$ cat src/rtl/mem_arbiter.sv
// Two-port (instruction/data cache) arbiter in front of one in-order memory port.
// Round-robin grant, ownership held until the owner's reads have all returned.
module mem_arbiter #(
    parameter int MAX_OUT = 4
) (
    input  logic        i_clk,
    input  logic        i_rst,

    input  logic [31:0] i_ic_addr,
    input  logic        i_ic_ren,
    input  logic        i_ic_wen,
    input  logic [31:0] i_ic_wdata,
    output logic        o_ic_ready,
    output logic [31:0] o_ic_rdata,
    output logic        o_ic_valid,

    input  logic [31:0] i_dc_addr,
    input  logic        i_dc_ren,
    input  logic        i_dc_wen,
    input  logic [31:0] i_dc_wdata,
    output logic        o_dc_ready,
    output logic [31:0] o_dc_rdata,
    output logic        o_dc_valid,

    output logic [31:0] o_mem_addr,
    output logic        o_mem_ren,
    output logic        o_mem_wen,
    output logic [31:0] o_mem_wdata,
    input  logic        i_mem_ready,
    input  logic [31:0] i_mem_rdata,
    input  logic        i_mem_valid,

    output logic        o_err
);

    // The outstanding counter is 3 bits wide, so MAX_OUT must stay within 1..7.
    localparam logic [2:0] MAX_CNT = 3'(MAX_OUT);

    typedef enum logic [1:0] {
        IDLE,
        OWN_IC,
        OWN_DC
    } state_t;

    state_t      state;
    logic [2:0]  cnt;
    logic        last_gnt;
    logic        err;

    logic        ic_req;
    logic        dc_req;
    logic        sel_ic;
    logic        sel_dc;
    logic        sel_ren;
    logic        sel_wen;
    logic [31:0] sel_addr;
    logic [31:0] sel_wdata;
    logic        full;
    logic        fwd_ren;
    logic        fwd_wen;
    logic        grant_ready;
    logic        rd_acc;
    logic        rsp_ok;
    logic        rsp_drop;
    logic        rw_conflict;
    logic [2:0]  cnt_next;

    // In IDLE the grant is decided in the same cycle; a tie goes to the port not served last.
    always_comb begin
        ic_req = i_ic_ren | i_ic_wen;
        dc_req = i_dc_ren | i_dc_wen;
        sel_ic = 1'b0;
        sel_dc = 1'b0;
        case (state)
            OWN_IC: sel_ic = 1'b1;
            OWN_DC: sel_dc = 1'b1;
            default: begin
                if (ic_req && dc_req) begin
                    sel_ic = last_gnt;
                    sel_dc = ~last_gnt;
                end else begin
                    sel_ic = ic_req;
                    sel_dc = dc_req;
                end
            end
        endcase
    end

    always_comb begin
        sel_ren   = 1'b0;
        sel_wen   = 1'b0;
        sel_addr  = 32'h0;
        sel_wdata = 32'h0;
        if (sel_ic) begin
            sel_ren   = i_ic_ren;
            sel_wen   = i_ic_wen;
            sel_addr  = i_ic_addr;
            sel_wdata = i_ic_wdata;
        end else if (sel_dc) begin
            sel_ren   = i_dc_ren;
            sel_wen   = i_dc_wen;
            sel_addr  = i_dc_addr;
            sel_wdata = i_dc_wdata;
        end
    end

    // A simultaneous read+write is treated as a read; a full counter blocks only reads.
    always_comb begin
        full        = (cnt == MAX_CNT);
        fwd_ren     = sel_ren & ~full;
        fwd_wen     = sel_wen & ~sel_ren;
        grant_ready = i_mem_ready & ~(full & sel_ren);
        rd_acc      = fwd_ren & i_mem_ready;
        rsp_ok      = i_mem_valid & (cnt != 3'd0);
        rsp_drop    = i_mem_valid & (cnt == 3'd0);
        rw_conflict = sel_ren & sel_wen;
        case ({rd_acc, rsp_ok})
            2'b10:   cnt_next = cnt + 3'd1;
            2'b01:   cnt_next = cnt - 3'd1;
            default: cnt_next = cnt;
        endcase
    end

    always_ff @(posedge i_clk) begin
        if (i_rst) begin
            state    <= IDLE;
            cnt      <= 3'd0;
            last_gnt <= 1'b0;
            err      <= 1'b0;
        end else begin
            cnt <= cnt_next;
            if (rsp_drop || rw_conflict) begin
                err <= 1'b1;
            end
            case (state)
                IDLE: begin
                    if (sel_ic) begin
                        state    <= OWN_IC;
                        last_gnt <= 1'b0;
                    end else if (sel_dc) begin
                        state    <= OWN_DC;
                        last_gnt <= 1'b1;
                    end
                end
                OWN_IC: begin
                    if (!ic_req && cnt_next == 3'd0) begin
                        state <= IDLE;
                    end
                end
                OWN_DC: begin
                    if (!dc_req && cnt_next == 3'd0) begin
                        state <= IDLE;
                    end
                end
                default: state <= IDLE;
            endcase
        end
    end

    // Every output is forced low while reset is held.
    always_comb begin
        o_mem_ren   = ~i_rst & fwd_ren;
        o_mem_wen   = ~i_rst & fwd_wen;
        o_mem_addr  = i_rst ? 32'h0 : sel_addr;
        o_mem_wdata = i_rst ? 32'h0 : sel_wdata;
        o_ic_ready  = ~i_rst & sel_ic & grant_ready;
        o_dc_ready  = ~i_rst & sel_dc & grant_ready;
        o_ic_rdata  = i_rst ? 32'h0 : i_mem_rdata;
        o_dc_rdata  = i_rst ? 32'h0 : i_mem_rdata;
        o_ic_valid  = ~i_rst & rsp_ok & (state == OWN_IC);
        o_dc_valid  = ~i_rst & rsp_ok & (state == OWN_DC);
        o_err       = ~i_rst & err;
    end

endmodule

$ cat config.mk
export PLATFORM = sky130hd
export DESIGN_NAME = mem_arbiter
export DESIGN_NICKNAME = d
export VERILOG_FILES = /design/src/rtl/mem_arbiter.sv
export SDC_FILE = /design/constraint.sdc
export NUM_CORES = 1
export LEC_CHECK = 0
export ABC_AREA = 1
export ABC_CLOCK_PERIOD_IN_PS = 5300
export CORE_AREA = 8 8 110 112
export DETAILED_ROUTE_END_ITERATION = 6
export DIE_AREA = 0 0 118 120
export PLACE_DENSITY = 0.74
export SETUP_SLACK_MARGIN = 0.5
export SLEW_MARGIN = 25
export SYNTH_ARGS = -nofsm -noshare
export SYNTH_HDL_FRONTEND = slang
export SYNTH_SLANG_ARGS = --single-unit
$ cat constraint.sdc
create_clock -name i_clk -period 5.3 [get_ports i_clk]
set_input_delay 1.06 -clock i_clk [delete_from_list [all_inputs] [get_ports i_clk]]
set_output_delay 1.06 -clock i_clk [all_outputs]
set_load 0.005 [all_outputs]
==> metrics.txt, run 1 <==
synth top area cells=inv_1 (19%), o21ai_2 (18%), nand3_1 (15%), buf_4 (10%), nor2_1 (7.1%); final core occ=49.7%; max-cap violation count=0; synthesized area=~0.0024 mm^2; total track usage=between 15 and 20%; Max Root-Sink Buffers=2; pin count of the biggest net entering global routing=66; Starting Density=between 20% and 30%; crit path max-delay cell type=or2_4; via count=3,521; crit-path max cell delay=about 0.80 ns; slew margin rel.=roughly 30%; setup_tns=0 ns; CTS Hold Bufs=0; CP Data Required Time=approximately 4.2 ns; status=finished clean; Fin Clk Skew=0.000905 ns; vias per inst=roughly 4.4; worst setup path class=primary input to output pin; CTS Sinks=7; Hold Vio Cnt, Final=0; Cell variety after synth=30; Critical Path Start=i_ic_ren; Setup crit end kind=output pin; crit path DAT=around 3.5 ns; crit path to=o_mem_addr[1]; peak fanout along the critical path=65; crit path cell chain=clkdlybuf4s50_1 > inv_2 > nand2_2 > nand2_2 > nand3_2 > o21ai_4 > or2_4 > o21ai_0 > clkdlybuf4s50_1; leak pwr=roughly 0.0023 uW; die height=around 120 um; CTS root buf=clkbuf_8; layout cell share with drive strength beyond 1=about a tenth; gr busiest metal=met2; I/O pin total=303; met1 Use GR=18.7%; Post-Syn Instances=slightly above 400; FP Rows=38; Final Setup Violations=0; sequential fraction of the synthesis area=5.91%; pwr/cell area=338 mW/mm^2; R2R cell count=18; Slew @ Worst Pin=between 1 and 1.5 ns; Final HPWL DP=~11 mm; Yosys top cell area share=18.7%; vias in the first global route=roughly 3,600; first-pass GRT wire length=between 15 and 20 mm; drt wl/cell=16.4 um; reg2reg setup slack=slightly above 2 ns; Pins Over Slew Limit=0; FMAX=between 200 and 250 MHz; Area growth syn-to-layout=121%; met3 GRT Util=7.80%; RR Startpoint=state[0]$_SDFFE_PP0P_; Post-DRT Antenna Nets=0; Warnings, synthesis=0; Post-synth ARST share=0%; Core Area=about 0.011 mm^2; Syn Area/Cell=approximately 5.7 um^2; PortBufs=between 300 and 400; DR iter-0 viols=185; first-pass iteration count of the detailed router=4; Antenna Cells=0; worst hold-check path type=register to register; Final min period=between 4 and 5 ns; H-tree depth=1; nets@finish=839; CTS tree=done; Max IR drop VDD=between 0.15 and 0.2 mV; post-synth net total=586; detailed-route DRC error count=0; GPL Wtd Cong=about 0.86; antenna violations before repair=0; reg2reg end=state[0]$_SDFFE_PP0P_; met2 GRT Util=around 30%; final wirelength=roughly 13 mm; area leader, netlist=inv_1; Post-CTS Resized=0; predominant post-synthesis flop cell=dfxtp_1; RSZ-0062 raised after global routing=false; grt ovf=0; clock slew at reported path FFs=around 0.04 ns; Num CTS Buffers=3; chip width=118 um; Synth Register Bits=7; CP Launch Type=primary input; worst-skew pair later-pin latency=between 0.2 and 0.25 ns; postcts setup bufs=0; EDFF count, synth=0; Final Cycle Share=between 80% and 90%; Die ar.=roughly 0.014 mm^2
==> worst max-delay path: cells and delay by family <==
family                 cells  cell delay (ns)
AOI/OAI and AO/OA          2             0.31
and+or+nand+nor            4             1.04
buffers and inverters      3             1.00
==> layout by cell type, fill, tap and decap left out, types with 4 or more instances in the layout <==
cell / synthesis / final
o21ai_2: 50 / 50
a21oi_1: 6 / 6
inv_1: 118 / 117
nand2_1: 20 / 20
o21ai_0: 15 / 15
nor2_1: 45 / 45
clkdlybuf4s50_1: 0 / 302
nand2_2: 4 / 4
ha_1: 4 / 4
nand3_1: 69 / 69
dfxtp_1: 7 / 7
==> cell type report <==
| class | instances | area, um^2 |
|---|---|---|
| sequential | 7 | 140 |
| clock buffer | 4 | 45.0 |
| tap | 140 | 175 |
| timing repair buffer | 305 | 3070 |
| fill | 1000 | 5280 |
| inverter | 121 | 455 |
| multi-input combinational | 228 | 1340 |
==> where the power goes <==
group          leakage, uW  internal (uW)  switching, uW
Clock            0.0000228           51.9           21.1
Sequential       0.0000575           72.9           14.5
Combinational      0.00223            822            784
==> per-stage QoR <==
stage / worst slack [ns] / hold slack [ns] / instances / total power, uW / area [um^2]
after floorplan: 2.07 / 0.457 / 413 / 947 / 2370
after global placement: 0.792 / 0.468 / 801 / 1680 / 5180
after detailed placement: 0.757 / 0.477 / 801 / 1700 / 5180
after CTS: 0.742 / 0.483 / 805 / 1790 / 5230
after global routing: 0.576 / 0.520 / 805 / 1900 / 5230
final: 0.723 / 0.482 / 805 / 1770 / 5230
==> worst min-delay path by stage <==
stage	from	endpoint	slack [ns]	cells past startpoint
final	state[1]$_SDFFE_PP0P_	state[1]$_SDFFE_PP0P_	0.48	2
after global routing	state[0]$_SDFFE_PP0P_	state[0]$_SDFFE_PP0P_	0.52	2
after detailed placement	state[1]$_SDFFE_PP0P_	state[1]$_SDFFE_PP0P_	0.48	2
after floorplan	state[1]$_SDFFE_PP0P_	state[1]$_SDFFE_PP0P_	0.46	2
after global placement	state[1]$_SDFFE_PP0P_	state[1]$_SDFFE_PP0P_	0.47	2
after CTS	state[1]$_SDFFE_PP0P_	state[1]$_SDFFE_PP0P_	0.48	2
==> layer usage <==
metal  wire (um)  vias up
met2        6330      214
met5           0        -
met4         174        0
met1        5150     1565
li1            -     1726
met3        1520       16
==> cells in the mapped netlist, drive strengths merged (2+ instances only) <==
cell / instances
o22ai: 2
a21oi: 6
inv: 120
ha: 4
nor2: 46
o21ai: 68
clkbuf: 7
nand4: 3
nand2: 24
nand3: 70
dfxtp: 7
buf: 50
==> cell families (layout without fill, tap and decap cells) <==
kind of cell    after synthesis  after routing  synth area share (%)
compound gates               78             78                  25.4
fa+ha+maj                     5              5                  2.96
buf+inv                     178            430                  37.5
flops                         7              7                  5.91
simple gates                145            145                  28.2
==> flip-flops by register name, summed over array words and instances (netlist names) <==
| register | count |
|---|---|
| state | 2 |
| last_gnt | 1 |
| cnt | 3 |
| err | 1 |
No activity file was read; power rests on OpenSTA's default activity.
==> run 2: changes to the inputs <==
Settings changed: CORE_AREA 8 8 110 112 to 2 2 117 119, DIE_AREA 0 0 118 120 to 0 0 119 121, PLACE_DENSITY 0.74 to unset.
==> run 2 against run 1 <==
Against the previous run: worst setup slack gained 0.11 ns; utilization shrank 9.0 points; register-to-register slack gained 0.02 ns; clock power grew 81%; sequential share of layout area shrank 0.053 points; critical path depth grew 3; worst hold slack gained 0.0076 ns; highest routed layer unchanged; sequential power is essentially flat; via count shrank 2.1%; clock skew grew 0.0014 ns; global-route usage shrank 2.6 points.
==> metrics.txt, run 2 (synthesis results as in run 1) <==
pin count of the biggest net entering global routing=between 60 and 70; Hold Vio Cnt, Final=0; met3 GRT Util=under 10%; first-pass iteration count of the detailed router=5; CTS tree=done; FMAX=between 200 and 250 MHz; worst-skew pair later-pin latency=0.23 ns; PortBufs=just over 300; FP Rows=42; sw frac=between 40 and 50%; met1 Use GR=~16%; Worst Hold Launch=state[0]$_SDFFE_PP0P_; Post-DRT Antenna Nets=0; CP Data Required Time=4.24 ns; setup_tns=0 ns; chip width=119 um; first-pass GRT wire length=16.9 mm; grt ovf=0; CTS Hold Bufs=0; status=finished clean; Core Area=between 0.01 and 0.015 mm^2; fill count=1,317; total track usage=14.4%; CP Launch Type=primary input; worst setup path class=primary input to output pin; Most flops, register=cnt; Area growth syn-to-layout=125%; Max IR drop VDD=0.125 mV; Logic pwr share=87.9%; Critical Path Start=i_ic_wen; Setup WS pre-CTS=0.721 ns; die height=around 120 um; Pins Over Slew Limit=0; register area=140 um^2; peak fanout along the critical path=35; nets@finish=840; Fin Clk Skew=0.00229 ns; vias in the first global route=between 3,000 and 4,000; CTS root buf=clkbuf_16; Final Setup Violations=0; RR Startpoint=state[0]$_SDFFE_PP0P_; met2 GRT Util=between 20% and 30%; detailed-route DRC error count=0; total power=about 1800 uW; max reg flops=3; layout cell share with drive strength beyond 1=a little over a tenth; max-cap violation count=0; most common cell after layout, fill and taps aside=clkdlybuf4s50_1; Setup crit end kind=output pin; via count=between 3,000 and 4,000; area of the multi-input gates=0.00134 mm^2; antenna violations before repair=0; Regs by FF count=cnt x3, state x2; worst hold-check path type=register to register; pwr/cell area=roughly 340 mW/mm^2; Num CTS Buffers=3; Final Cycle Share=between 80% and 90%; postcts setup bufs=0; clock share of power=between 7 and 8%; leak pwr=0.00234 uW; I/O pin total=roughly 300; DR iter-0 viols=approximately 130; Antenna Cells=0; RSZ-0062 raised after global routing=false; Setup WS post-layout=approximately 0.84 ns; Final HPWL DP=around 9.4 mm; Starting Density=a little under a fifth; Max Root-Sink Buffers=2; sequential share of power=4.8%; Slew @ Worst Pin=0.636 ns; final wirelength=11.3 mm; H-tree depth=1; vias per inst=slightly above 4; crit path DAT=3.40 ns; Psw=about 800 uW; drt wl/cell=roughly 13 um; slew margin rel.=between 50% and 60%; Post-CTS Resized=0; GPL Wtd Cong=0.872; gr busiest metal=met2; Final min period=4.46 ns; CTS Sinks=7; Die ar.=roughly 0.014 mm^2; clock slew at reported path FFs=~0.04 ns; most frequent cells in the layout=clkdlybuf4s50_1 (302), inv_1 (117), nand3_1 (69); cell internal pwr=1010 uW
run 2: cell count changes in the layout (fill, tap and decap cells not counted):
cell / delta
clkbuf_8: -3
clkbuf_16: +3
buf_16: +1
run 2: final timing paths:
check / to / slack, ns / cells past startpoint
worst min-delay path: state[0]$_SDFFE_PP0P_ / 0.49 / 2
worst max-delay path: o_mem_wdata[5] / 0.84 / 12
worst min register to register: state[0]$_SDFFE_PP0P_ / 0.49 / 2
worst max register to register: state[1]$_SDFFE_PP0P_ / 2.07 / 18
run 2: per-layer routing:
metal,up-vias,part of all wire [%]
met2,192,51
met3,8,10
met1,1515,38
li1,1732,-
met4,0,1.2
met5,-,0
run 2: power by group through the flow:
stage / combinational (uW) / sequential, uW / clock, uW
4_1_cts: 1590 / 86.9 / 135
3_3_place_gp: 1570 / 87.2 / 0
3_5_place_dp: 1580 / 87.4 / 0
2_1_floorplan: 863 / 84.1 / 0
6_report: 1590 / 87.4 / 132
5_1_grt: 1740 / 89.2 / 139
run 2: layout make-up:
| class | instances | area share (%) |
|---|---|---|
| timing repair buffer | 306 | 58.1 |
| multi-input combinational | 228 | 25.1 |
| inverter | 121 | 8.54 |
| tap | 176 | 4.13 |
| sequential | 7 | 2.63 |
| clock buffer | 4 | 1.48 |
run 2: through the flow:
step	instances	cell area, um^2	hold slack (ns)	utilization [%]
CTS	841	5310	0.490	40.6
finish	842	5330	0.489	40.8
global route	842	5330	0.511	40.8
detailed placement	837	5230	0.480	40.0
floorplan	413	2370	0.457	-
global placement	837	5230	0.471	40.0
run 2: worst max-delay path, cell delays in order:
cell             delay [ns]
clkdlybuf4s50_1        0.48
inv_2                  0.05
nand2_2                0.09
nand2_2                0.07
nand2_1                0.06
o21ai_1                0.10
nand2_2                0.14
clkinv_2               0.36
buf_12                 0.33
nand3_1                0.09
o21ai_2                0.05
clkdlybuf4s50_1        0.50
==> run 3: changes to the inputs <==
Settings changed: ABC_CLOCK_PERIOD_IN_PS 5300 to 4300.
Clock period 5.3 ns to 4.3 ns, I/O delays scaled along.
==> run 3 against run 2 <==
Against the previous run: worst hold slack better by 0.0013 ns; routed wire length up 11%; clock skew fell by 0.0015 ns; final area rose by 4.9%; non-clock buffer count rose by 13; clock power increased by 20%; sequential power up 24%.
==> metrics.txt, run 3 (synthesis results as in run 1) <==
status=finished clean; Starting Density=a little under a fifth; pin count of the biggest net entering global routing=45; worst setup path class=primary input to output pin; Slew @ Worst Pin=between 0.4 and 0.5 ns; antenna violations before repair=0; reg2reg setup slack=~1.1 ns; reg2reg end=state[1]$_SDFFE_PP0P_; pwr/cell area=approximately 460 mW/mm^2; Most flops, register=cnt; max reg flops=3; chip width=approximately 120 um; RR Startpoint=state[0]$_SDFFE_PP0P_; peak fanout along the critical path=15; Fin Clk Skew=approximately 0.00075 ns; clock slew at reported path FFs=~0.040 ns; layout cell share with drive strength beyond 1=between 10% and 20%; fill count=1,290; CP Data Required Time=between 3 and 4 ns; Num CTS Buffers=3; Antenna Cells=0; I/O pin total=between 300 and 400; vias in the first global route=~3,600; worst-skew pair later-pin latency=approximately 0.23 ns; vias per inst=a little over 4; worst hold path stage count=2; CTS Sinks=7; crit path max-delay cell type=clkdlybuf4s50_1; leak pwr=0.00279 uW; Final Setup Violations=0; nets@finish=approximately 860; CTS root buf=clkbuf_16; total track usage=between 15 and 20%; R2R cell count=18; die height=between 100 and 150 um; crit path DAT=about 2.9 ns; slew margin rel.=69.1%; GPL Wtd Cong=between 0.8 and 0.9; H-tree depth=1; most frequent cells in the layout=clkdlybuf4s50_1 (278), inv_1 (117), nand3_1 (69); Max IR drop VDD=between 0.15 and 0.2 mV; FP Rows=42; RSZ-0062 raised after global routing=true; drt wl/cell=around 15 um; first-pass GRT wire length=~19 mm; Core Area=0.0131 mm^2; final wirelength=~12 mm; Setup crit end kind=output pin; Post-DRT Antenna Nets=0; detailed-route DRC error count=0; Max Root-Sink Buffers=2; Final min period=between 3 and 4 ns; Final HPWL DP=about 9.7 mm; Min-Delay Endpoint=state[1]$_SDFFE_PP0P_; Hold Vio Cnt, Final=0; DR iter-0 viols=139; first-pass iteration count of the detailed router=4; Pins Over Slew Limit=0; max-cap violation count=0; worst hold-check path type=register to register; Final Cycle Share=~87%; crit path cell chain=clkdlybuf4s50_1 > inv_2 > nand2_2 > nand2_2 > nand3_2 > o21ai_4 > or2_4 > buf_12 > o21ai_2 > clkdlybuf4s50_1; CP Launch Type=primary input; CTS Hold Bufs=0; final core occ=42.7%; Regs by FF count=cnt x3, state x2; via count=about 3,600; FMAX=approximately 270 MHz; Die ar.=0.0144 mm^2; setup_tns=0 ns; most common cell after layout, fill and taps aside=clkdlybuf4s50_1; Area growth syn-to-layout=136%; grt ovf=0; PortBufs=302; crit-path max cell delay=around 0.53 ns; Worst Hold Launch=state[1]$_SDFFE_PP0P_; CTS tree=done
==> run 3: final cells by class <==
| type | count | area [um^2] | share of cell area, % |
|---|---|---|---|
| Sequential cell | 7 | 140 | 2.51 |
| Tap cell | 176 | 220 | 3.94 |
| Multi-Input combinational cell | 231 | 1370 | 24.6 |
| Timing Repair Buffer | 319 | 3310 | 59.2 |
| Clock buffer | 4 | 78.8 | 1.41 |
| Inverter | 121 | 467 | 8.34 |
==> run 3: worst max path at each step <==
stage	slack, ns	from	end	depth (start not counted)
2_1_floorplan	1.27	i_ic_ren	state[1]$_SDFFE_PP0P_	18
3_3_place_gp	0.39	i_dc_wen	o_mem_wdata[31]	11
3_5_place_dp	0.37	i_ic_wen	o_mem_wdata[25]	10
4_1_cts	0.52	i_ic_wen	o_mem_wdata[5]	10
5_1_grt	0.49	i_ic_wen	o_mem_addr[10]	12
6_report	0.58	i_ic_wen	o_mem_addr[3]	10
==> run 3: metrics by stage <==
stage	cell area, um^2	setup WS, ns	total power [uW]	std cells	hold slack (ns)
6_report	5590	0.576	2580	858	0.491
5_1_grt	5590	0.488	2780	858	0.512
4_1_cts	5470	0.518	2530	854	0.492
3_5_place_dp	5290	0.373	2140	843	0.485
3_3_place_gp	5290	0.390	2120	843	0.471
2_1_floorplan	2370	1.27	1170	413	0.457
==> run 3: worst max-delay path, delay by kind of cell <==
kind,cells,cell delay (ns)
buffers and inverters,4,1.22
and+or+nand+nor,4,0.58
AOI/OAI and AO/OA,2,0.20
==> run 3: per-layer routing <==
metal  GRT usage, %  vias to the layer above  wire [um]
li1               -                     1779          -
met1           17.5                     1569       4700
met2           31.3                      206       6570
met3           4.37                        6       1130
met4           1.49                        0         82
met5              0                        -          0
==> run 3: power by group <==
part	leakage, uW	switching [uW]	internal (uW)	total [uW]
logic	0.00269	1080	1240	2320
clock network	0.0000382	35.3	123	159
registers	0.0000575	18.5	89.8	108
total	0.00279	1130	1450	2580
==> run 3: timing repair <==
action | 4_1_cts | 5_1_grt
setup endpoints to repair | 52 | 58
setup buffers | 4 | 2
gates cloned | 3 | 2
gates resized for setup | 9 | 33
pin swaps | 1 | 2
